<file path="config.mk">
export PLATFORM = sky130hd
export DESIGN_NAME = noc_packet_injector_flat
export DESIGN_NICKNAME = d
export VERILOG_FILES = /design/src/rtl/noc_packet_injector_if.sv /design/src/rtl/noc_packet_injector.sv /design/src/flat_wrapper.sv
export SDC_FILE = /design/constraint.sdc
export NUM_CORES = 1
export LEC_CHECK = 0
export CAP_MARGIN = 5
export CORE_MARGIN = 5
export CORE_UTILIZATION = 45
export DETAILED_ROUTE_END_ITERATION = 10
export PLACE_DENSITY = 0.85
export SLEW_MARGIN = 10
export SYNTH_ARGS = -nofsm -noshare
export SYNTH_HDL_FRONTEND = slang
export SYNTH_SLANG_ARGS = --single-unit
</file>
<file path="constraint.sdc">
create_clock -name clk -period 2.3 [get_ports clk]
set_input_delay 0.46 -clock clk [delete_from_list [all_inputs] [get_ports clk]]
set_output_delay 0.46 -clock clk [all_outputs]
set_load 0.005 [all_outputs]
</file>
<file path="src/rtl/noc_packet_injector_if.sv">
// Core-to-injector payload handshake and injector-to-router flit handshake.
// The injector connects through the slave modport; the core/router side uses master.
interface noc_packet_injector_if #(
  parameter int ADDR_W     = 4,
  parameter int DATA_WIDTH = 32
);
  logic                  in_valid;
  logic                  in_ready;
  logic [ADDR_W-1:0]     in_dest;
  logic [DATA_WIDTH-1:0] in_data;
  logic                  flit_valid;
  logic                  flit_ready;
  logic [DATA_WIDTH+1:0] flit_out;

  modport master (
    output in_valid, in_dest, in_data, flit_ready,
    input  in_ready, flit_valid, flit_out
  );

  modport slave (
    input  in_valid, in_dest, in_data, flit_ready,
    output in_ready, flit_valid, flit_out
  );
endinterface

</file>
<file path="src/rtl/noc_packet_injector.sv">
// NI transmit side: emits a HEAD flit ({own addr, dest}) followed by PKT_LEN payload flits, last one TAIL.
// Optional macro NI_SEQNUM_EN adds an 8-bit per-packet sequence number to the HEAD payload.
module noc_packet_injector #(
  parameter int NOC_WIDTH  = 4,
  parameter int NOC_LENGTH = 4,
  parameter int ROUTER_ID  = 0,
  parameter int DATA_WIDTH = 32,
  parameter int PKT_LEN    = 4
) (
  input  logic                   clk,
  input  logic                   rst_n,
  noc_packet_injector_if.slave   bus,
  output logic                   busy,
  output logic                   err_dest
);
  localparam int X_W    = $clog2(NOC_WIDTH);
  localparam int Y_W    = $clog2(NOC_LENGTH);
  localparam int ADDR_W = X_W + Y_W;
  localparam int CNT_W  = (PKT_LEN > 1) ? $clog2(PKT_LEN) : 1;

  localparam logic [CNT_W-1:0] CNT_LAST = CNT_W'(PKT_LEN - 1);
  localparam logic [X_W-1:0]   OWN_X    = X_W'(ROUTER_ID % NOC_WIDTH);
  localparam logic [Y_W-1:0]   OWN_Y    = Y_W'(ROUTER_ID / NOC_WIDTH);

  localparam logic [1:0] TYPE_HEAD = 2'b01;
  localparam logic [1:0] TYPE_BODY = 2'b10;
  localparam logic [1:0] TYPE_TAIL = 2'b11;

  if (DATA_WIDTH < 2*ADDR_W + 8) begin : g_width_check
    $error("noc_packet_injector: DATA_WIDTH must be >= 2*ADDR_W+8");
  end
  if (PKT_LEN < 1) begin : g_len_check
    $error("noc_packet_injector: PKT_LEN must be >= 1");
  end

  typedef enum logic {IDLE = 1'b0, BODY = 1'b1} state_t;

  state_t                state, state_nxt;
  logic [CNT_W-1:0]      cnt, cnt_nxt;
  logic                  out_free;
  logic                  load, load_head;
  logic [1:0]            load_type;
  logic [DATA_WIDTH-1:0] load_payload;
  logic [DATA_WIDTH-1:0] head_payload;
  logic                  flit_valid_q;
  logic [DATA_WIDTH+1:0] flit_q;
  logic [X_W-1:0]        dest_x;
  logic [Y_W-1:0]        dest_y;
  logic                  dest_bad;

  assign out_free = !flit_valid_q || bus.flit_ready;

  assign dest_x   = bus.in_dest[X_W-1:0];
  assign dest_y   = bus.in_dest[ADDR_W-1:X_W];
  assign dest_bad = (32'(dest_x) >= 32'(NOC_WIDTH)) || (32'(dest_y) >= 32'(NOC_LENGTH));

`ifdef NI_SEQNUM_EN
  logic [7:0] seq;

  always_ff @(posedge clk or negedge rst_n) begin
    if (!rst_n) begin
      seq <= 8'd0;
    end else if (load_head) begin
      seq <= seq + 8'd1;
    end
  end
`endif

  always_comb begin
    head_payload                    = '0;
    head_payload[ADDR_W-1:0]        = bus.in_dest;
    head_payload[2*ADDR_W-1:ADDR_W] = {OWN_Y, OWN_X};
`ifdef NI_SEQNUM_EN
    head_payload[2*ADDR_W+7:2*ADDR_W] = seq;
`endif
  end

  // The head consumes only the destination; in_data is taken from the first BODY beat onwards.
  always_comb begin
    state_nxt    = state;
    cnt_nxt      = cnt;
    load         = 1'b0;
    load_head    = 1'b0;
    load_type    = TYPE_HEAD;
    load_payload = head_payload;
    case (state)
      IDLE: begin
        if (bus.in_valid && out_free) begin
          load      = 1'b1;
          load_head = 1'b1;
          cnt_nxt   = '0;
          state_nxt = BODY;
        end
      end
      BODY: begin
        if (bus.in_valid && out_free) begin
          load         = 1'b1;
          load_payload = bus.in_data;
          if (cnt == CNT_LAST) begin
            load_type = TYPE_TAIL;
            cnt_nxt   = '0;
            state_nxt = IDLE;
          end else begin
            load_type = TYPE_BODY;
            cnt_nxt   = cnt + 1'b1;
          end
        end
      end
      default: state_nxt = IDLE;
    endcase
  end

  always_ff @(posedge clk or negedge rst_n) begin
    if (!rst_n) begin
      state <= IDLE;
      cnt   <= '0;
    end else begin
      state <= state_nxt;
      cnt   <= cnt_nxt;
    end
  end

  // Output register: holds its flit until the router takes it.
  always_ff @(posedge clk or negedge rst_n) begin
    if (!rst_n) begin
      flit_valid_q <= 1'b0;
      flit_q       <= '0;
      err_dest     <= 1'b0;
    end else begin
      if (load) begin
        flit_valid_q <= 1'b1;
        flit_q       <= {load_type, load_payload};
      end else if (bus.flit_ready) begin
        flit_valid_q <= 1'b0;
      end
      if (load_head && dest_bad) begin
        err_dest <= 1'b1;
      end
    end
  end

  assign bus.in_ready   = (state == BODY) && out_free;
  assign bus.flit_valid = flit_valid_q;
  assign bus.flit_out   = flit_q;
  assign busy           = (state != IDLE) || flit_valid_q;
endmodule
</file>
<file path="src/flat_wrapper.sv">
// flat-port wrapper written by rule: the top's interface ports become plain ports
module noc_packet_injector_flat 
#(
  parameter int NOC_WIDTH  = 4,
  parameter int NOC_LENGTH = 4,
  parameter int ROUTER_ID  = 0,
  parameter int DATA_WIDTH = 32,
  parameter int PKT_LEN    = 4
)
  (clk, rst_n, busy, err_dest, bus_in_valid, bus_in_dest, bus_in_data, bus_flit_ready, bus_in_ready, bus_flit_valid, bus_flit_out);
  noc_packet_injector_if #(.DATA_WIDTH(DATA_WIDTH)) bus_i ();
  input  logic clk;
  input  logic rst_n;
  output logic busy;
  output logic err_dest;
  input wire logic [$bits(bus_i.in_valid)-1:0] bus_in_valid;
  input wire logic [$bits(bus_i.in_dest)-1:0] bus_in_dest;
  input wire logic [$bits(bus_i.in_data)-1:0] bus_in_data;
  input wire logic [$bits(bus_i.flit_ready)-1:0] bus_flit_ready;
  output wire logic [$bits(bus_i.in_ready)-1:0] bus_in_ready;
  output wire logic [$bits(bus_i.flit_valid)-1:0] bus_flit_valid;
  output wire logic [$bits(bus_i.flit_out)-1:0] bus_flit_out;
  assign bus_i.in_valid = bus_in_valid;
  assign bus_i.in_dest = bus_in_dest;
  assign bus_i.in_data = bus_in_data;
  assign bus_i.flit_ready = bus_flit_ready;
  assign bus_in_ready = bus_i.in_ready;
  assign bus_flit_valid = bus_i.flit_valid;
  assign bus_flit_out = bus_i.flit_out;
  noc_packet_injector #(.NOC_WIDTH(NOC_WIDTH), .NOC_LENGTH(NOC_LENGTH), .ROUTER_ID(ROUTER_ID), .DATA_WIDTH(DATA_WIDTH), .PKT_LEN(PKT_LEN)) u_core (.clk(clk), .rst_n(rst_n), .bus(bus_i), .busy(busy), .err_dest(err_dest));
endmodule
</file>
Word level (Yosys, flattened, before mapping)
Index checks and enable logic that the tools add are counted.

operators by class
  add/subtract/negate cells = 1
  multiply operators = 0
  divide/modulo/power cells = 0
  $lt $le $gt $ge = 0
  eq/ne operators = 3
  shift operators = 0
  mux-type cells = 15
  bitwise logic cells = 1
  reductions and logical operators = 7

operator list
  kind                   number
  $mux W32               2
  $mux W2                5
  $mux W1                6
  $pmux W2 S2            1
  $add A2 B1 Y2 const B  1
  $eq A2 B2 Y1 const B   1
  $logic_and A1 B1 Y1    2
  $logic_or A1 B1 Y1     2
  $ne A2 B1 Y1 const B   1
  $ne A2 B2 Y1 const B   1
  $pmux W1 S2            1
  $reduce_and A2 Y1      1
  $reduce_bool A2 Y1     1
  $logic_not A1 Y1       1
  $not A1 Y1             1

word-level totals
  flip-flop bits (word level) = 38
  bits in latches = 0
  memory bits (writable) = 0
  bits in read-only memories = 0
  input bits = 40
  output and inout bits = 38
  word-level logic and storage cells = 31
  memories kept = 0

Logic depth before layout (Yosys ltp)
Gate-level depths: netlist of the first run.

  depth after elaboration = 5
  depth in mapped cells = 5
  depth with buffers taken out = 3

Worst setup path after synthesis of the first run
OpenSTA, ideal clock, no wires.

  kind = input -> output
  start point = input bus_flit_ready
  end point = output bus_in_ready
  arrival time = 1045 ps
  required time = 1840 ps
  path slack = 795 ps
  stages = 4
  path buffers = 2
  path through = nand2b_1 buf_6 buf_2 and2_1

on the way
  word-level cells in the longest chain between the ends = 2

RTL lines
  what                 RTL line                    text
  from (decl)          flat_wrapper.sv:19          input wire logic [$bits(bus_i.flit_ready)-1:0] bus_flit_ready;
  $logic_or A1 B1 Y1   noc_packet_injector.sv:51   assign out_free = !flit_valid_q || bus.flit_ready;
  $logic_and A1 B1 Y1  noc_packet_injector.sv:142  assign bus.in_ready = (state == BODY) && out_free;
  to (decl)            flat_wrapper.sv:20          output wire logic [$bits(bus_i.in_ready)-1:0] bus_in_ready;

No other way between the ends.

Worst setup path after layout of the first run
Same ends and word-level chain as after synthesis.

==> results of run 1 <==
Yosys cell counts:
master    count
dfrtp_1      38
a21bo_2      29
nand4_1      29
buf_2         8
a21oi_1       5
buf_6         5
a31oi_1       4
clkbuf_1      4
mux2i_1       4
mux2_2        2
nand2b_1      2
a41oi_1       1
and2_1        1
buf_4         1
conb_1        1
ha_1          1
inv_1         1
mux2_4        1
nand2_1       1
nand2_4       1
nor2b_1       1
or2_2         1
cell usage in the layout (no fill, tap or decap), types with 2 or more instances in the layout:
cell	netlist	routed
a21bo_2	29	29
a21oi_1	5	5
a31oi_1	4	4
buf_4	1	4
clkbuf_8	0	6
clkdlybuf4s50_1	0	75
dfrtp_1	38	38
mux2_2	2	2
mux2i_1	4	4
nand2b_1	2	2
nand4_1	29	29
worst max-delay path: stages:
cell	delay [ps]
clkdlybuf4s50_1	460
nand2b_1	110
and2_1	120
clkdlybuf4s50_1	490
how the worst max path moves through the flow:
stage | start | to | slack (ps) | cells past startpoint
final | bus_flit_ready | bus_in_ready | 190 | 4
after global routing | bus_flit_ready | bus_in_ready | 130 | 4
after CTS | bus_flit_ready | bus_in_ready | 180 | 4
after detailed placement | bus_flit_ready | u_core.state$_DFF_PN0_ | 90 | 5
after global placement | bus_flit_ready | u_core.state$_DFF_PN0_ | 160 | 5
after floorplan | bus_flit_ready | bus_in_ready | 790 | 4
per-layer routing:
layer	wire, um	global-route usage, %
met3	308	5.12
met1	1730	20.7
met5	0	0
met4	88	8.14
met2	2200	28.7
kinds of logic (layout without fill, tap and decap cells):
| kind of cell | count (synthesis) | after routing | synth area share (%) |
|---|---|---|---|
| and+or+nand+nor | 36 | 36 | 13.1 |
| DFF | 38 | 38 | 54.5 |
| buffers and inverters | 19 | 89 | 7.03 |
| AOI/OAI and AO/OA | 39 | 39 | 20.0 |
| adders and majority gates | 1 | 1 | 0.717 |
| other | 1 | 1 | 0.215 |
| muxes | 7 | 7 | 4.45 |
registers in the layout, indices dropped and copies added, names as in the netlist:
register	count
u_core.bus.flit_valid	1
u_core.state	1
u_core.bus.flit_out	34
u_core.cnt	2
area by class of cell:
cell class	instances	area, um2
clock buffer	7	86.3
clock inverter	1	5.00
inverter	1	3.75
timing repair buffer	80	786
multi-input combinational	84	671
tap	48	60.1
fill	288	1150
sequential	38	951
power by group through the flow:
stage          registers, mW  clock network, mW  logic (mW)
2_1_floorplan          0.965                  0       0.390
5_1_grt                0.976              0.500       0.936
3_3_place_gp           0.957                  0       0.843
6_report               0.953              0.467       0.863
4_1_cts                0.955              0.477       0.879
3_5_place_dp           0.968                  0       0.875
per-stage QoR:
stage / hold WS (ps) / cells / cell area (um2) / util (%)
after global placement: 470 / 251 / 2470 / 66.5
after CTS: 278 / 259 / 2560 / 69.0
after floorplan: 164 / 141 / 1740 / -
after global routing: 337 / 259 / 2560 / 69.0
final: 256 / 259 / 2560 / 69.0
after detailed placement: 478 / 251 / 2470 / 66.5
==> reports/qor.yml, run 1 <==
power:
  p_int_mw: 1.64
  netSwitchingFraction_pct: 28.0
  peakVddDrop_mv: 0.579
  finalPower_mw: 2.28
  p_clk_share_pct: 20.5
  power_frac_comb_pct: 37.8
  power.density_nw_per_um2: 891
  power_frac_seq_pct: 41.7
  total_leakage_power_nw: 1.12
  switchingPower_mw: 0.640
clocking:
  clk_pin_slew_ps: 70
  post-cts-setup-buffers: 0
  cts_resized: 0
  clock-root-buffer: "clkbuf_8"
  max-clock-path-buffers: 2
  htreeDepth: 2
  postCtsHoldBufs: 0
  worst_skew_pair.late_latency_ps: 290
  cts_tree: "built"
  clock_sinks: 38
  cts_buffers: 5
synthesis:
  synth.cell_area_um2: 1740
  synth_top_area_share_pct: 54.5
  ys_types: 22
  synthCells: 141
  synthTopCellsByArea: "dfrtp_1, a21bo_2, nand4_1"
  syn_nets: 182
  netlist.top_cell.by_area: "dfrtp_1"
  syn_area_per_cell_um2: 12.4
  synth_seq_cells: 38
  ys_seq_area_share_pct: 54.5
  ys.warnings.count: 0
grt:
  antenna_found_initial: 0
  first_global_vias: 1476
  grt_overflow: 0
  grt_use_total_pct: 17.4
  grt_max_degree: 42
  grt_pass1_wl_mm: 7.00
route:
  avgViaCountPerCell: 5.32
  first_pass_iters: 4
  drc: 0
  wl_per_cell_um: 16.7
  dr_total_vias: 1378
  ant_nets: 0
  routed_wirelength_mm: 4.33
  drt-initial-drc-count: 105
setup_path:
  ff2ff_path_depth: 4
  start_kind: "primary input"
  reg2reg_slack_ps: 660
  cp-end-kind: "output pin"
  crit_required_ps: 1840
  r2r_end: "u_core.state$_DFF_PN0_"
  worstReg2RegStart: "u_core.bus.flit_valid$_DFFE_PN0P_"
  critPathKind: "primary input to output pin"
  worst_ep_arrival_time_ps: 1650
  cp_max_fo: 2
placement:
  portBuffers: 76
  gp_congestion: 0.785
  dp_hpwl_mm: 3.07
  dp_slack_ps: 92.9
timing:
  drv_slew: 0
  period_share_pct: 91.7
  setup_tns_ps: 0
  finalHoldViolCount: 0
  max_freq_mhz: 474
  clock-skew-final_ps: 6.18
  relSlewSlack_pct: 45.9
  final-setup-viol-count: 0
  setup_slack_ps: 190
  rsz0062_at_grt: "no"
  worst_slew_pin_slew_ps: 812
  min_period_ps: 2110
floorplan:
  num_rows: 22
  start_util_pct: 46.9
  core-area_um2: 3720
  fp.dieArea_um2: 5220
  die_h_um: 72.3
  die_x_um: 72.3
  pin_count: 78
run_status:
  status: "completed"
layout:
  final_net_count: 251
  area.growth.synth_to_final_pct: 46.9
  drive_above_1_share_pct: 21.8
  diodes: 0
job:
  max-cap-violations: 0
hold_path:
  hp-class: "primary input to async pin"
Power figures use the tool's default switching activity.
==> run 2: changes to the inputs <==
- CAP_MARGIN: 5 -> 0
==> results of run 2 <==
Final layout, timing and power as in run 1 (identical DEF).
